==> src/rtl/comparator_pkg.sv <==
// Shared types and constants for the pipelined magnitude comparator.
// Flag ordering in cmp_flags_t matches the {greater, equal, lesser} output bundle.
package comparator_pkg;

  typedef struct packed {
    logic greater;
    logic equal;
    logic lesser;
  } cmp_flags_t;

  typedef enum logic {
    CMP_UNSIGNED = 1'b0,
    CMP_SIGNED   = 1'b1
  } cmp_mode_e;

  // Seed fed into the least significant chunk: nothing resolved yet, operands equal so far.
  localparam cmp_flags_t CMP_FLAGS_EQ   = '{greater: 1'b0, equal: 1'b1, lesser: 1'b0};
  localparam cmp_flags_t CMP_FLAGS_NONE = '{greater: 1'b0, equal: 1'b0, lesser: 1'b0};
  localparam cmp_flags_t CMP_FLAGS_GT   = '{greater: 1'b1, equal: 1'b0, lesser: 1'b0};
  localparam cmp_flags_t CMP_FLAGS_LT   = '{greater: 1'b0, equal: 1'b0, lesser: 1'b1};

endpackage

==> src/rtl/comparator_chunk.sv <==
// Combinational resolver for one STAGE_BITS-wide slice of the operands.
// Bits ripple LSB to MSB, so the most significant differing bit decides the result.
module comparator_chunk
  import comparator_pkg::*;
#(
  parameter int STAGE_BITS = 8
) (
  input  logic [STAGE_BITS-1:0] a_i,
  input  logic [STAGE_BITS-1:0] b_i,
  input  logic                  msb_signed_i,
  input  cmp_flags_t            flags_i,
  output cmp_flags_t            flags_o
);

  always_comb begin
    flags_o = flags_i;
    for (int i = 0; i < STAGE_BITS; i++) begin
      if (a_i[i] != b_i[i]) begin
        // A set sign bit makes the operand smaller, so the top bit compares with a/b swapped.
        if ((msb_signed_i && (i == STAGE_BITS - 1)) ? b_i[i] : a_i[i]) begin
          flags_o = CMP_FLAGS_GT;
        end else begin
          flags_o = CMP_FLAGS_LT;
        end
      end
    end
  end

endmodule

==> src/rtl/comparator_nbit_pipelined.sv <==
// Pipelined WIDTH-bit comparator resolving STAGE_BITS per stage, least significant slice first,
// with valid/ready handshakes on both sides and a single global stage enable.
module comparator_nbit_pipelined
  import comparator_pkg::*;
#(
  parameter int WIDTH      = 32,
  parameter int STAGE_BITS = 8
) (
  input  logic             clk_i,
  input  logic             rst_i,
  input  logic             valid_i,
  output logic             ready_o,
  input  logic [WIDTH-1:0] a_i,
  input  logic [WIDTH-1:0] b_i,
  input  logic             signed_i,
  output logic             valid_o,
  input  logic             ready_i,
  output logic             greater_o,
  output logic             equal_o,
  output logic             lesser_o
);

  localparam int STAGES = WIDTH / STAGE_BITS;
  // Stage k keeps only the (STAGES-1-k)*STAGE_BITS operand bits still unresolved;
  // all of them are packed back to back into one vector per operand.
  localparam int UP_BITS = STAGE_BITS * STAGES * (STAGES - 1) / 2;
  localparam int UP_W    = (UP_BITS > 0) ? UP_BITS : 1;
  localparam int SGN_W   = (STAGES > 1) ? STAGES - 1 : 1;

  if ((WIDTH % STAGE_BITS) != 0 || WIDTH < 8 || WIDTH > 64) begin : g_param_check
    $error("comparator_nbit_pipelined: WIDTH must be 8..64 and a multiple of STAGE_BITS");
  end

  // Handshake: an input transfers when valid_i & ready_o, a result when valid_o & ready_i.
  // Every stage advances together when en=1 and holds (valid bits included) when en=0.
  logic       en;
  logic       vld_q   [STAGES];
  cmp_flags_t flags_q [STAGES];
  logic [UP_W-1:0]  up_a_q;
  logic [UP_W-1:0]  up_b_q;
  logic [SGN_W-1:0] sgn_q;
  cmp_mode_e        mode_in;

  assign valid_o = vld_q[STAGES-1];
  assign en      = ~valid_o | ready_i;
  assign ready_o = en;
  assign mode_in = cmp_mode_e'(signed_i);

  for (genvar k = 0; k < STAGES; k++) begin : g_stage
    localparam int IN_W    = WIDTH - k * STAGE_BITS;
    localparam int REM     = IN_W - STAGE_BITS;
    localparam int OFF_IN  = STAGE_BITS * ((k - 1) * (STAGES - 1) - ((k - 1) * (k - 2)) / 2);
    localparam int OFF_OUT = STAGE_BITS * (k * (STAGES - 1) - (k * (k - 1)) / 2);

    logic [IN_W-1:0] a_in;
    logic [IN_W-1:0] b_in;
    cmp_flags_t      f_in;
    cmp_flags_t      f_out;
    logic            sgn_in;
    logic            vld_in;
    logic            msb_sgn;

    if (k == 0) begin : g_head
      assign a_in   = a_i;
      assign b_in   = b_i;
      assign f_in   = CMP_FLAGS_EQ;
      assign sgn_in = (mode_in == CMP_SIGNED);
      assign vld_in = valid_i & ready_o;
    end else begin : g_body
      assign a_in   = up_a_q[OFF_IN +: IN_W];
      assign b_in   = up_b_q[OFF_IN +: IN_W];
      assign f_in   = flags_q[k-1];
      assign sgn_in = sgn_q[k-1];
      assign vld_in = vld_q[k-1];
    end

    // Only the slice holding operand bit WIDTH-1 may see the signed swap.
    if (k == STAGES - 1) begin : g_msb
      assign msb_sgn = sgn_in;
    end else begin : g_lsb
      assign msb_sgn = 1'b0;
    end

    comparator_chunk #(
      .STAGE_BITS(STAGE_BITS)
    ) u_chunk (
      .a_i         (a_in[STAGE_BITS-1:0]),
      .b_i         (b_in[STAGE_BITS-1:0]),
      .msb_signed_i(msb_sgn),
      .flags_i     (f_in),
      .flags_o     (f_out)
    );

    always_ff @(posedge clk_i) begin
      if (rst_i) begin
        vld_q[k]   <= 1'b0;
        flags_q[k] <= CMP_FLAGS_NONE;
      end else if (en) begin
        vld_q[k]   <= vld_in;
        flags_q[k] <= f_out;
      end
    end

    if (k < STAGES - 1) begin : g_fwd
      always_ff @(posedge clk_i) begin
        if (en) begin
          up_a_q[OFF_OUT +: REM] <= a_in[IN_W-1:STAGE_BITS];
          up_b_q[OFF_OUT +: REM] <= b_in[IN_W-1:STAGE_BITS];
          sgn_q[k]               <= sgn_in;
        end
      end
    end
  end

  // Bubbles carry stale partial flags, so the outputs are masked while no result is valid.
  assign {greater_o, equal_o, lesser_o} = valid_o ? flags_q[STAGES-1] : CMP_FLAGS_NONE;

endmodule

==> config.mk <==
export PLATFORM = sky130hd
export DESIGN_NAME = comparator_nbit_pipelined
export DESIGN_NICKNAME = d
export VERILOG_FILES = /design/src/rtl/comparator_pkg.sv /design/src/rtl/comparator_chunk.sv /design/src/rtl/comparator_nbit_pipelined.sv
export SDC_FILE = /design/constraint.sdc
export NUM_CORES = 1
export LEC_CHECK = 0
export ABC_AREA = 0
export CORE_MARGIN = 4
export CORE_UTILIZATION = 55
export CTS_CLUSTER_SIZE = 10
export DETAILED_ROUTE_END_ITERATION = 8
export PLACE_DENSITY = 0.86
export SYNTH_ARGS = -nofsm -noshare
export SYNTH_HDL_FRONTEND = slang
export SYNTH_HIERARCHICAL = 1
export SYNTH_SLANG_ARGS = --single-unit
export TNS_END_PERCENT = 1
==> constraint.sdc <==
create_clock -name clk_i -period 5.05 [get_ports clk_i]
set_input_delay 0.505 -clock clk_i [delete_from_list [all_inputs] [get_ports clk_i]]
set_output_delay 0.505 -clock clk_i [all_outputs]
set_load 0.005 [all_outputs]
==> metrics.yaml <==
sta:
  fin_skew_ns: 0.00677
  relSlewSlack_pct: 36.7
  rsz0062_at_grt: "false"
  worstMarginPinSlew_ns: 0.950
  drv_slew: 0
  finalSetupViolations: 0
  tns_ns: 0
  timing.final.crit_share_pct: 58.7
  timing.fmax_ghz: 0.337
  finalHoldViolations: 0
  fin_crit_ns: 2.96
grt:
  grt_remaining_overflow: 0
  grt_pass1_vias: 2897
  grt_max_degree: 83
  grt_pass1_wl_um: 13600
  antenna_found_initial: 0
  grtUsageTotal_pct: 18.1
cells_and_area:
  final_util_pct: 74.5
  drive_above_1_share_pct: 15.0
  n_antenna_cell: 0
  finalNetCount: 470
  area_delta_synth_final_pct: 30.0
  layout.cells.non_filler: 519
  design_area_um2: 6210
detailed_routing:
  ant_nets: 0
  dr.pass1.iters: 4
  first_iter_violations: 158
  vias_per_cell: 5.35
  wl_um: 8630
  wl_per_cell_um: 16.6
  drc: 0
  vias: 2775
floorplanning:
  die_h_um: 101
  start_util_pct: 57.3
  coreArea_um2: 8340
  die_w_um: 101
  die_area_um2: 10200
  io_pins: 74
  core.rowCount: 33
power_and_ir_drop:
  peakVddDrop_mv: 0.357
  p_switching_mw: 0.538
  total_power_mw: 2.47
  powerDensity_nw_per_um2: 398
  sw_frac_of_total_pct: 21.7
  p_leak_nw: 2.30
  p_clk_share_pct: 45.7
  seq_power_share_pct: 46.8
  combPwrFrac_pct: 7.5
  internal-power_mw: 1.94
synthesis:
  synth_top_family_by_area: "simple AND/OR/NAND/NOR gates"
  synth_top_cell_area_share_pct: 72.3
  syn_area_per_cell_um2: 15.8
  yosys-top-cells-area: "edfxtp_1 72%, xnor2_1 3.7%, nand2b_1 2.8%, nor3b_2 2.4%, nor3b_1 1.7%"
  synthAdderAreaFrac_pct: 0.943
  synth_xor_area_share_pct: 3.67
  yosysTopAreaCell: "edfxtp_1"
  yosysWarningCount: 6
  syn_inst: 303
  ys_types: 28
  synthMuxAreaShare_pct: 0
  synthSimpleGateAreaFrac_pct: 13.6
  yosysSeqAreaShare_pct: 72.3
  syn_area_um2: 4780
  ys_ff_latch: 115
  synth-compound-area-share_pct: 6.81
setup_path:
  cp.arrival_ns: 2.46
  reg2reg_depth: 3
  start_kind: "primary input"
  critPathKind: "primary input to primary output"
  crit_path_end_kind: "primary output"
  path_max_fanout: 19
  cp.required_ns: 4.55
placement:
  dpl.hpwl_um: 5620
  place_area_um2: 5640
  portBuffers: 73
  numPlacedInstances: 487
  gp_congestion: 0.772
clock_network:
  insertion_delay_ns: 0.51
  clk_pin_slew_worst_paths_ns: 0.06
  cts_setup_buffers: 0
  clock-root-buffer: "clkbuf_8"
  cts_tree: "done"
  cts_sinks: 115
  cts_resized: 0
  clk_path_buf_depth: 2
  postCtsHoldBufs: 0
  cts_buffers: 17
  htreeDepth: 4
job:
  maxCapViolCount: 0
worst_hold_path:
  hold_path_depth: 0
  min_path_type: "flip-flop to flip-flop"
status:
  status: "finished, final reports clean"
## layer usage
metal  up-vias  wire (um)  share of wire, %  track usage (%)
met1      1319       3270                38             19.1
met4         0        199               2.3             9.20
met5         -          0                 0                0
li1       1323          -                 -                -
met2       108       4630                54             32.6
met3        25        531               6.2             5.58
## cells by family after synthesis
| logic type | after synthesis |
|---|---|
| flip-flops | 115 |
| AND/OR/NAND/NOR | 93 |
| AO/OA/AOI/OAI | 44 |
| buffers and inverters | 25 |
| XOR/XNOR | 20 |
| adder cells (fa/ha/maj) | 4 |
| other | 2 |
## power groups by stage
stage / logic (mW) / registers [mW] / clock network (mW)
after detailed placement: 0.180 / 1.18 / 0
after global placement: 0.174 / 1.17 / 0
after CTS: 0.184 / 1.16 / 1.15
after floorplan: 0.104 / 1.16 / 0
after global routing: 0.202 / 1.16 / 1.19
final: 0.185 / 1.16 / 1.13
## cells in the mapped netlist, drive strengths merged
cell,n
xnor2,20
nand4,8
a21oi,8
inv,21
nor2b,13
conb,2
and2b,4
nor3b,20
nand2b,21
o22ai,4
nor2,4
and2,3
edfxtp,115
a31o,4
nor3,4
nand2,12
maj3,4
o21ai,16
nand3,4
buf,4
a221oi,12
## worst max-delay path, stage by stage
cell             delay (ns)
clkdlybuf4s50_1        0.44
nor2b_4                0.45
clkinv_2               0.47
clkdlybuf4s50_1        0.59
## final cells by class
cell class / count / area, um2
clock buffer: 18 / 418
clock inverter: 14 / 155
fill: 474 / 2130
multi-input combinational: 172 / 1240
timing repair buffer: 74 / 738
tap: 105 / 131
sequential: 115 / 3450
inverter: 21 / 80.1
## through the flow
stage	worst slack (ns)	hold WS, ns
after floorplan	1.77	0.400
after global placement	2.13	0.401
after detailed placement	2.10	0.405
after CTS	2.06	0.416
after global routing	1.92	0.419
final	2.09	0.417
## layout by cell type (no fill, tap or decap)
master,netlist,routed
edfxtp_1,115,115
clkdlybuf4s50_1,0,73
nand2b_1,21,21
xnor2_1,20,20
inv_1,21,20
clkbuf_16,0,16
nand2_1,12,12
nor3b_1,11,11
conb_1,2,11
nor3b_2,9,9
a21oi_1,8,8
nand4_1,8,8
nor2b_1,8,8
a221oi_1,8,8
o21ai_0,8,8
nor2b_4,5,5
clkinv_4,0,5
clkinvlp_4,0,4
nand3_1,4,4
nor3_1,4,4
o22ai_1,4,4
and2b_2,4,4
o21ai_2,4,4
maj3_2,4,4
a221oi_2,4,4
nor2_1,4,4
a31o_1,4,4
o21ai_1,4,4
and2_1,3,3
bufinv_16,0,2
inv_6,0,2
clkinv_2,0,1
clkbuf_8,0,1
clkinv_1,0,1
clkbuf_1,0,1
buf_4,0,1
## final timing paths
check / to / slack [ns] / start
max reg2reg: g_stage[3].a_in[2]$_DFFE_PP_ / 2.73 / vld_q[3]$_DFFE_PP_
min: g_stage[2].a_in[8]$_DFFE_PP_ / 0.42 / g_stage[1].a_in[16]$_DFFE_PP_
min reg2reg: g_stage[2].a_in[8]$_DFFE_PP_ / 0.42 / g_stage[1].a_in[16]$_DFFE_PP_
max: ready_o / 2.09 / ready_i
## state kept, by name, indices dropped and copies added, names as in the netlist
register and cells:
flags_q 12, g_stage.a_in 48, g_stage.b_in 48, g_stage.msb_sgn 1, g_stage.sgn_in 2, vld_q 4
No activity file was read; power rests on OpenSTA's default activity.
